<file path="src/rtl/register_bist.sv">
// Built-in self test for a simple load-enable register.
// Each vector from a synchronous ROM takes three cycles: fetch, apply, check.
//
// state  | meaning
// -------+----------------------------------------------------------------
// IDLE   | waiting for start; results of the last run are held
// FETCH  | vec_addr presents the current index to the ROM
// APPLY  | ROM word drives reg_in/reg_load; expected field is captured
// CHECK  | reg_out is compared to the captured expected value
// FINISH | done pulse; pass already reflects the completed run
module register_bist #(
  parameter int  WIDTH       = 16,
  parameter int  NUM_VECTORS = 150,
  localparam int VEC_W       = 2*WIDTH+1
) (
  input  logic             clk,
  input  logic             reset,
  input  logic             start,
  output logic [7:0]       vec_addr,
  input  logic [VEC_W-1:0] vec_data,
  output logic [WIDTH-1:0] reg_in,
  output logic             reg_load,
  input  logic [WIDTH-1:0] reg_out,
  output logic             busy,
  output logic             done,
  output logic             pass,
  output logic [7:0]       fail_count,
  output logic [7:0]       first_fail_idx
);

  localparam logic [7:0] LAST_IDX = 8'(NUM_VECTORS - 1);

  typedef enum logic [2:0] {IDLE, FETCH, APPLY, CHECK, FINISH} state_t;

  state_t           state_q, state_d;
  logic [7:0]       index_q;
  logic [WIDTH-1:0] in_q;
  logic [WIDTH-1:0] exp_q;
  logic             last_vec;
  logic             mismatch;

  assign last_vec = (index_q == LAST_IDX);
  assign mismatch = (state_q == CHECK) && (reg_out != exp_q);

  // State register
  always_ff @(posedge clk) begin
    if (reset) state_q <= IDLE;
    else       state_q <= state_d;
  end

  // Next-state decode and the strobes that depend only on the current state.
  // reg_in follows the ROM combinationally in APPLY so the register under
  // test can sample it at the edge that ends APPLY; in CHECK it is held.
  always_comb begin
    state_d  = state_q;
    busy     = 1'b1;
    done     = 1'b0;
    reg_load = 1'b0;
    reg_in   = in_q;
    case (state_q)
      IDLE: begin
        busy = 1'b0;
        if (start) state_d = FETCH;
      end
      FETCH: state_d = APPLY;
      APPLY: begin
        reg_in   = vec_data[VEC_W-1:WIDTH+1];
        reg_load = vec_data[WIDTH];
        state_d  = CHECK;
      end
      CHECK: state_d = last_vec ? FINISH : FETCH;
      FINISH: begin
        done    = 1'b1;
        state_d = IDLE;
      end
      default: state_d = IDLE;
    endcase
  end

  // Vector index, ROM address, captured fields and run results.
  // vec_addr is loaded on entry to FETCH so it is already valid during FETCH
  // and simply holds everywhere else. pass is resolved at the end of the final
  // CHECK so that it is valid during the FINISH cycle together with done.
  always_ff @(posedge clk) begin
    if (reset) begin
      index_q        <= 8'd0;
      vec_addr       <= 8'd0;
      in_q           <= '0;
      exp_q          <= '0;
      fail_count     <= 8'd0;
      first_fail_idx <= 8'hFF;
      pass           <= 1'b0;
    end else begin
      case (state_q)
        IDLE: begin
          if (start) begin
            index_q        <= 8'd0;
            vec_addr       <= 8'd0;
            fail_count     <= 8'd0;
            first_fail_idx <= 8'hFF;
            pass           <= 1'b0;
          end
        end
        APPLY: begin
          in_q  <= vec_data[VEC_W-1:WIDTH+1];
          exp_q <= vec_data[WIDTH-1:0];
        end
        CHECK: begin
          if (mismatch) begin
            if (fail_count != 8'hFF)     fail_count     <= fail_count + 8'd1;
            if (first_fail_idx == 8'hFF) first_fail_idx <= index_q;
          end
          if (last_vec) begin
            pass <= (fail_count == 8'd0) && !mismatch;
          end else begin
            index_q  <= index_q + 8'd1;
            vec_addr <= index_q + 8'd1;
          end
        end
        default: ;
      endcase
    end
  end

endmodule

</file>
<file path="config.mk">
export PLATFORM = sky130hd
export DESIGN_NAME = register_bist
export DESIGN_NICKNAME = d
export VERILOG_FILES = /design/src/rtl/register_bist.sv
export SDC_FILE = /design/constraint.sdc
export NUM_CORES = 1
export LEC_CHECK = 0
export CORE_ASPECT_RATIO = 0.9
export CORE_MARGIN = 2
export CORE_UTILIZATION = 35
export CTS_BUF_LIST = sky130_fd_sc_hd__clkbuf_16
export CTS_CLUSTER_DIAMETER = 150
export DETAILED_ROUTE_END_ITERATION = 8
export PLACE_DENSITY = 0.63
export SLEW_MARGIN = 20
export SYNTH_ARGS = -nofsm -noshare
export SYNTH_HDL_FRONTEND = slang
export SYNTH_SLANG_ARGS = --single-unit
</file>
<file path="constraint.sdc">
create_clock -name clk -period 4.7 [get_ports clk]
set_clock_uncertainty 0.1 [all_clocks]
set_input_delay 0.705 -clock clk [delete_from_list [all_inputs] [get_ports clk]]
set_output_delay 0.705 -clock clk [all_outputs]
set_load 0.02 [all_outputs]
</file>
## Word-level counts from Yosys, hierarchy flattened

Cells that the tools add are included.

| storage, ports and cells | value |
|---|---|
| bits in registers | 60 |
| bits of input ports | 52 |
| output and inout port bits | 44 |
| word-level logic and storage cells | 53 |

| cells by class | value |
|---|---|
| add/sub/neg operators | 2 |
| eq/ne operators | 14 |
| muxes and demuxes | 20 |
| reduce and logical (&&, ||, !) cells | 10 |

Operator list:

| kind | number |
|---|---|
| 8-bit 2-to-1 mux | 7 |
| 8-bit case mux with 2 select lines | 3 |
| 8-bit by 1-bit adder with 8-bit output, second input constant | 2 |
| 8-bit == test, second input constant | 2 |
| 16-bit 2-to-1 mux | 1 |
| 16-bit inequality test | 1 |
| 3-bit case mux with 4 select lines | 1 |
| 8-bit zero test | 1 |
| 2-bit inequality test, second input constant | 4 |
| 8-bit inequality test, second input constant | 1 |
| 4-bit AND reduction | 2 |
| 3-bit by 2-bit == test with 1-bit output, second input constant | 2 |
| 3-bit 2-to-1 mux | 2 |
| 3-bit AND reduction | 2 |
| 1-bit 2-to-1 mux | 5 |
| 2-bit by 1-bit inequality test with 1-bit output, second input constant | 2 |
| 3-bit by 1-bit == test with 1-bit output, second input constant | 1 |
| 3-bit == test, second input constant | 1 |
| 3-bit zero test | 1 |
| 1-bit logical AND | 2 |
| 1-bit case mux with 2 select lines | 1 |
| 2-bit nonzero test | 1 |
| 1-bit zero test | 1 |

## Logic depth before layout (Yosys ltp)

Gate-level depths: netlist of run 1.

| depth | value |
|---|---|
| word-level depth | 6 |
| mapped depth | 7 |

## Worst setup path before layout of run 1

Ideal clock, no wire load.

| timing path | value |
|---|---|
| path kind | flip-flop to output port |
| start | reg state_q[0] |
| end | out reg_in[10] |
| arrival time | 1.449 ns |
| path slack | 2.446 ns |
| stages on the path, launching flop included | 6 |
| path buffers | 2 |
| cells stage by stage | dfxtp_1 buf_2 nor3b_1 clkbuf_1 nand2_1 nand2_1 |

| on the way | value |
|---|---|
| cells in the longest elaborated chain, start to end | 2 |

RTL lines:

| item | line | RTL |
|---|---|---|
| start, declared | 35 | `state_t state_q, state_d;` |
| start signal, assigned | 48 | `else state_q <= state_d;` |
| 3-bit by 2-bit == test with 1-bit output | 60 | `case (state_q)` |
| 16-bit 2-to-1 mux | -- |  |
| end, declared | 21 | `output logic [WIDTH-1:0] reg_in,` |

Every way passes these cells.

## Final worst setup path of run 1

| timing path | value |
|---|---|
| start | reg state_q[0] |
| end | out reg_in[1] |

The elaborated chain is that of the path after synthesis.

==> impl_metrics.csv, run 1 <==
group,metric,value,unit
clock_network,root_buffer,"clkbuf_16",
drt,via_per_inst,5.17,
drt,drt_first_pass_iters,4,
synth,synth-edff-count,0,
global_route,antenna_found_initial,0,
synth,synth_ff_type,"dfxtp_1",
drt,vias,2812,
pwr,fin_total_pwr,1350,uW
timing,hold_viol,0,
placement,gp_congestion,0.915,
critical_path,end_kind,"primary output",
floorplan,dieWidth,99.2,um
timing,holdWs,362,ps
clock_network,clkTransAtPathRegs,50,ps
clock_network,tritoncts,"built",
final_layout,fin_nets,496,
synth,synth_seq_area_share,42.0,%
timing,fin_crit_sh,73.1,%
timing,setup-violations-final,0,
final_layout,final.fill_count,784,
drt,drc,0,
critical_path,crit_path_start_kind,"register",
synth,ys_async_sr_fraction,0,%
timing,max_freq,291,MHz
synth,synth.distinct_cells,53,
critical_path,r2r-start,"state_q[0]$_SDFFE_PP0P_",
pwr,vdd_drop_max,196,uV
critical_path,r2r_end,"fail_count[4]$_SDFFE_PP0P_",
global_route,grtUsageTotal,17.4,%
critical_path,cp-startpoint,"state_q[0]$_SDFFE_PP0P_",
clock_network,clockBufferDepth,2,
critical_path,required,3890,ps
critical_path,slowest_delay,730,ps
critical_path,reg2reg_depth,5,
placement,port_buffers,95,
drt,ant_nets,0,
critical_path,worst_path_most_repeated_cell,"nand2_1",
min_path,min_to,"in_q[3]$_SDFF_PP0_",
min_path,min_path_cells,2,
final_layout,drive_above_1_share,5.84,%
timing,rsz0062_at_grt,"false",
critical_path,crit_fanout,26,
synth,syn_area,2860,sq um
drt,wl_per_cell,14.2,um
min_path,min-delay-start,"in_q[3]$_SDFF_PP0_",
drt,drt_wl_total,7710,um
placement,dp_hpwl,5610,um
clock_network,cts.sinks,60,
critical_path,cp.buffers_inverters,2,
global_route,grt_pass1_wl,12500,um
clock_network,cts_made_buffers,9,
synth,synth-seq-cells,60,
clock_network,postCtsSetupBuffers,0,
min_path,hp-class,"register to register",
critical_path,crit_type,"register to primary output",
run,maxCapViolCount,0,
final_layout,diodes,0,
floorplan,core_region_area,7990,sq um
floorplan,io_pins,96,
clock_network,insertion_delay,320,ps
clock_network,holdBufCountCts,0,
final_layout,final_area,4120,sq um
floorplan,start_util,35.8,%
status,outcome,"completed",
pwr,p_leak,0.00155,uW
critical_path,r2r_slack,2290,ps
floorplan,row_count,31,
timing,period_minus_slack,3430,ps
critical_path,path_cells,"inv_1 -> nand3b_1 -> nand2_1 -> nand2_1 -> clkdlybuf4s50_1",
global_route,grt_pass1_vias,2461,
timing,drv_slew,0,
synth,syn_inst,351,
final_layout,area_growth,44.2,%
synth,yosys_warnings,0,
critical_path,cp_data_arrival_time,2630,ps
critical_path,critPathTopFamily,"simple AND/OR/NAND/NOR gates",
floorplan,die-area,8900,sq um
synth,syn_avg_cell_area,8.14,sq um
pwr,p_per_area,328,nW/um^2
critical_path,crit_slowest_cell,"nand3b_1",
clock_network,cts_resized,0,
timing,setup_tns,0,ps
clock_network,cts_max_level,3,
timing,worst_pin_slew,1010,ps
final_layout,multi_input_area,1540,sq um
final_layout,fin_util,51.6,%
synth,synthesis.nets,407,
drt,drt_iter0_drc,114,
global_route,gr-total-overflow,0,
final_layout,ff_latch_area,1200,sq um
floorplan,die_y,89.7,um
timing,slew_headroom,32.4,%
global_route,grt_max_degree,52,
placement,placed_area,3860,sq um
[power breakdown]
group | total, uW | internal (uW) | switching (uW)
Combinational | 234 | 114 | 121
Clock | 566 | 348 | 218
Sequential | 549 | 532 | 16.7
[state kept, by name, summed over array words and instances (netlist names)]
name / count
pass: 1
state_q: 3
index_q: 8
first_fail_idx: 8
in_q: 16
fail_count: 8
exp_q: 16
[per-stage QoR]
step / worst slack (ps) / cells
after CTS: 1210 / 544
after detailed placement: 1550 / 528
after floorplan: 2450 / 351
after global routing: 967 / 544
final: 1270 / 544
after global placement: 1600 / 528
[layer usage]
metal / vias up / wire (um) / track usage [%]
met1: 1298 / 3450 / 23.7
li1: 1414 / - / -
met2: 96 / 3570 / 25.9
met3: 4 / 647 / 6.92
met4: 0 / 51 / 3.77
met5: - / 0 / 0
[worst max-delay path by stage]
stage               cells past startpoint  slack [ps]          to
finish                                  5        1270   reg_in[1]
global route                            5         970   reg_in[0]
CTS                                     5        1210   reg_in[7]
detailed placement                      5        1550   reg_in[7]
global placement                        5        1600   reg_in[3]
floorplan                               5        2450  reg_in[10]
[cells in the final DEF, fill, tap and decap left out, types with 4 or more instances in the layout]
cell type and n:
a21oi_1 36, and3_1 7, clkbuf_16 9, clkdlybuf4s50_1 94
clkinv_2 4, dfxtp_1 60, ha_1 4, inv_1 7
nand2_1 91, nand3_1 10, nand4_1 10, nor2_1 16
nor3_1 6, o211ai_1 4, o21ai_0 5, o32a_1 8
or3_1 5, xnor2_1 17, xor2_1 6
[cell families (layout without fill, tap and decap cells)]
family,count (synthesis),in the layout,share of synthesized area [%]
compound gates,72,72,17.2
buf+inv,27,121,4.25
fa+ha+maj,4,4,1.75
xor+xnor,23,23,7.05
flops,60,60,42.0
simple gates,164,164,27.4
mux,1,1,0.350
[worst reg2reg max path, stage by stage, from the launching register on]
cell and delay, ps:
dfxtp_1 540, nand3b_4 250, or4_4 630, nor2_2 220
a2111oi_0 150, or3_1 400
[Yosys cell counts, types with 6 or more instances]
master	instances	area share (%)
nor2_1	16	2.1
nand3_1	10	1.8
clkbuf_1	15	2.0
inv_1	6	0.79
and3_1	7	1.5
dfxtp_1	60	42
xor2_1	6	1.8
nor3_1	6	1.1
a21oi_1	36	6.3
xnor2_1	17	5.2
o32a_1	8	2.8
nand2_1	91	12
nand4_1	10	2.2
[cell type report]
cell class              instances  share of cell area [%]
inverters                       7                   0.638
multi-input cells             264                    37.4
well taps                      99                    3.01
repair buffers                 98                    23.5
flip-flops and latches         60                    29.2
clock buffers                   9                    5.47
clock inverters                 7                   0.851
No activity file was read; power rests on OpenSTA's default activity.
==> run 2, diff against run 1 <==
- clock period: 4.7 -> 3.2 ns (I/O delays scaled with it)
==> impl_metrics.csv, run 2 (same netlist as run 1, synthesis figures left out) <==
group,metric,value,unit
status,outcome,"completed",
timing,max_freq,352,MHz
floorplan,die_y,89.7,um
drt,ant_nets,0,
timing,fin_crit_sh,88.8,%
final_layout,area_growth,43.8,%
timing,setup_tns,0,ps
critical_path,r2r-start,"state_q[0]$_SDFFE_PP0P_",
clock_network,postCtsSetupBuffers,0,
floorplan,start_util,35.8,%
clock_network,holdBufCountCts,0,
timing,worst_pin_slew,730,ps
placement,dp_hpwl,5660,um
final_layout,drive_above_1_share,5.42,%
placement,gp_congestion,0.900,
clock_network,insertion_delay,320,ps
global_route,grt_pass1_vias,2589,
timing,drv_slew,0,
final_layout,top_regs,"exp_q (16), in_q (16)",
final_layout,fin_nets,496,
placement,port_buffers,95,
final_layout,final_common_cell,"clkdlybuf4s50_1",
final_layout,final_area,4110,sq um
critical_path,crit_fanout,33,
clock_network,clkTransAtPathRegs,50,ps
drt,drt_iter0_drc,150,
critical_path,end_kind,"primary output",
drt,via_per_inst,5.19,
timing,rsz0062_at_grt,"false",
floorplan,io_pins,96,
critical_path,required,2620,ps
placement,placed_area,3860,sq um
timing,hold_viol,0,
drt,drt_first_pass_iters,5,
clock_network,root_buffer,"clkbuf_16",
timing,slew_headroom,51.0,%
critical_path,crit_path_start_kind,"register",
drt,wl_per_cell,14.5,um
drt,drc,0,
floorplan,core_region_area,7990,sq um
floorplan,die-area,8900,sq um
pwr,p_per_area,480,nW/um^2
global_route,grtUsageTotal,17.9,%
drt,vias,2814,
floorplan,dieWidth,99.2,um
timing,period_minus_slack,2840,ps
drt,drt_wl_total,7880,um
global_route,grt_max_degree,50,
critical_path,r2r_slack,820,ps
critical_path,cp_data_arrival_time,2260,ps
final_layout,diodes,0,
clock_network,clockBufferDepth,2,
global_route,grt_pass1_wl,12800,um
run,maxCapViolCount,0,
pwr,vdd_drop_max,339,uV
clock_network,cts_max_level,3,
global_route,gr-total-overflow,0,
timing,setup-violations-final,0,
min_path,min-delay-start,"exp_q[7]$_SDFFE_PP0P_",
floorplan,row_count,31,
critical_path,crit_type,"register to primary output",
final_layout,layout_common_cells,"94 x clkdlybuf4s50_1, 91 x nand2_1, 60 x dfxtp_1",
global_route,antenna_found_initial,0,
clock_network,cts_resized,0,
min_path,hp-class,"register to register",
pwr,p_leak,0.00154,uW
critical_path,cp-startpoint,"state_q[1]$_SDFFE_PP0P_",
final_layout,final.fill_count,781,
clock_network,cts_made_buffers,9,
clock_network,cts.sinks,60,
clock_network,tritoncts,"built",
-- run 2: path summary, 6_finish.rpt --
kind | end | cells after the start
worst max-delay path | reg_in[13] | 5
worst min-delay path | exp_q[7]$_SDFFE_PP0P_ | 2
worst max register to register | fail_count[4]$_SDFFE_PP0P_ | 5
worst min register to register | exp_q[7]$_SDFFE_PP0P_ | 2
-- run 2: final cells by class --
type / count / area (sq um) / area share (%)
Clock buffer: 9 / 225 / 5.48
Clock inverter: 5 / 22.5 / 0.548
Inverter: 7 / 26.3 / 0.640
Multi-Input combinational cell: 264 / 1540 / 37.5
Sequential cell: 60 / 1200 / 29.3
Tap cell: 99 / 124 / 3.02
Timing Repair Buffer: 98 / 968 / 23.6
-- run 2: where the power goes --
| part | leakage [uW] | internal, uW | total [uW] | switching [uW] |
|---|---|---|---|---|
| sequential | 0.000486 | 783 | 808 | 25.1 |
| clock | 0.000130 | 503 | 816 | 313 |
| combinational | 0.000928 | 167 | 346 | 179 |
| total | 0.00154 | 1450 | 1970 | 517 |
-- run 2: worst max-delay path: stages (launching register included) --
cell and delay [ps]:
dfxtp_1 540, nor3b_2 230, buf_4 340, nand2_1 130
nand2_1 70, clkdlybuf4s50_1 620
-- run 2: stage by stage --
| stage | std cells | power, uW | hold slack [ps] | utilization [%] | setup slack (ps) |
|---|---|---|---|---|---|
| 6_report | 542 | 1970 | 364 | 51.4 | 357 |
| 5_1_grt | 542 | 2060 | 383 | 51.4 | 170 |
| 4_1_cts | 542 | 1990 | 366 | 51.4 | 335 |
| 3_5_place_dp | 528 | 1170 | 359 | 48.3 | 507 |
| 3_3_place_gp | 528 | 1170 | 352 | 48.3 | 584 |
| 2_1_floorplan | 351 | 1010 | 344 | - | 1170 |
-- run 2: routing by layer --
layer,up-vias,routed length [um],track usage [%]
met4,0,104,6.28
met3,9,628,6.22
met2,94,3520,26.2
met1,1295,3630,24.4
li1,1416,-,-
met5,-,0,0
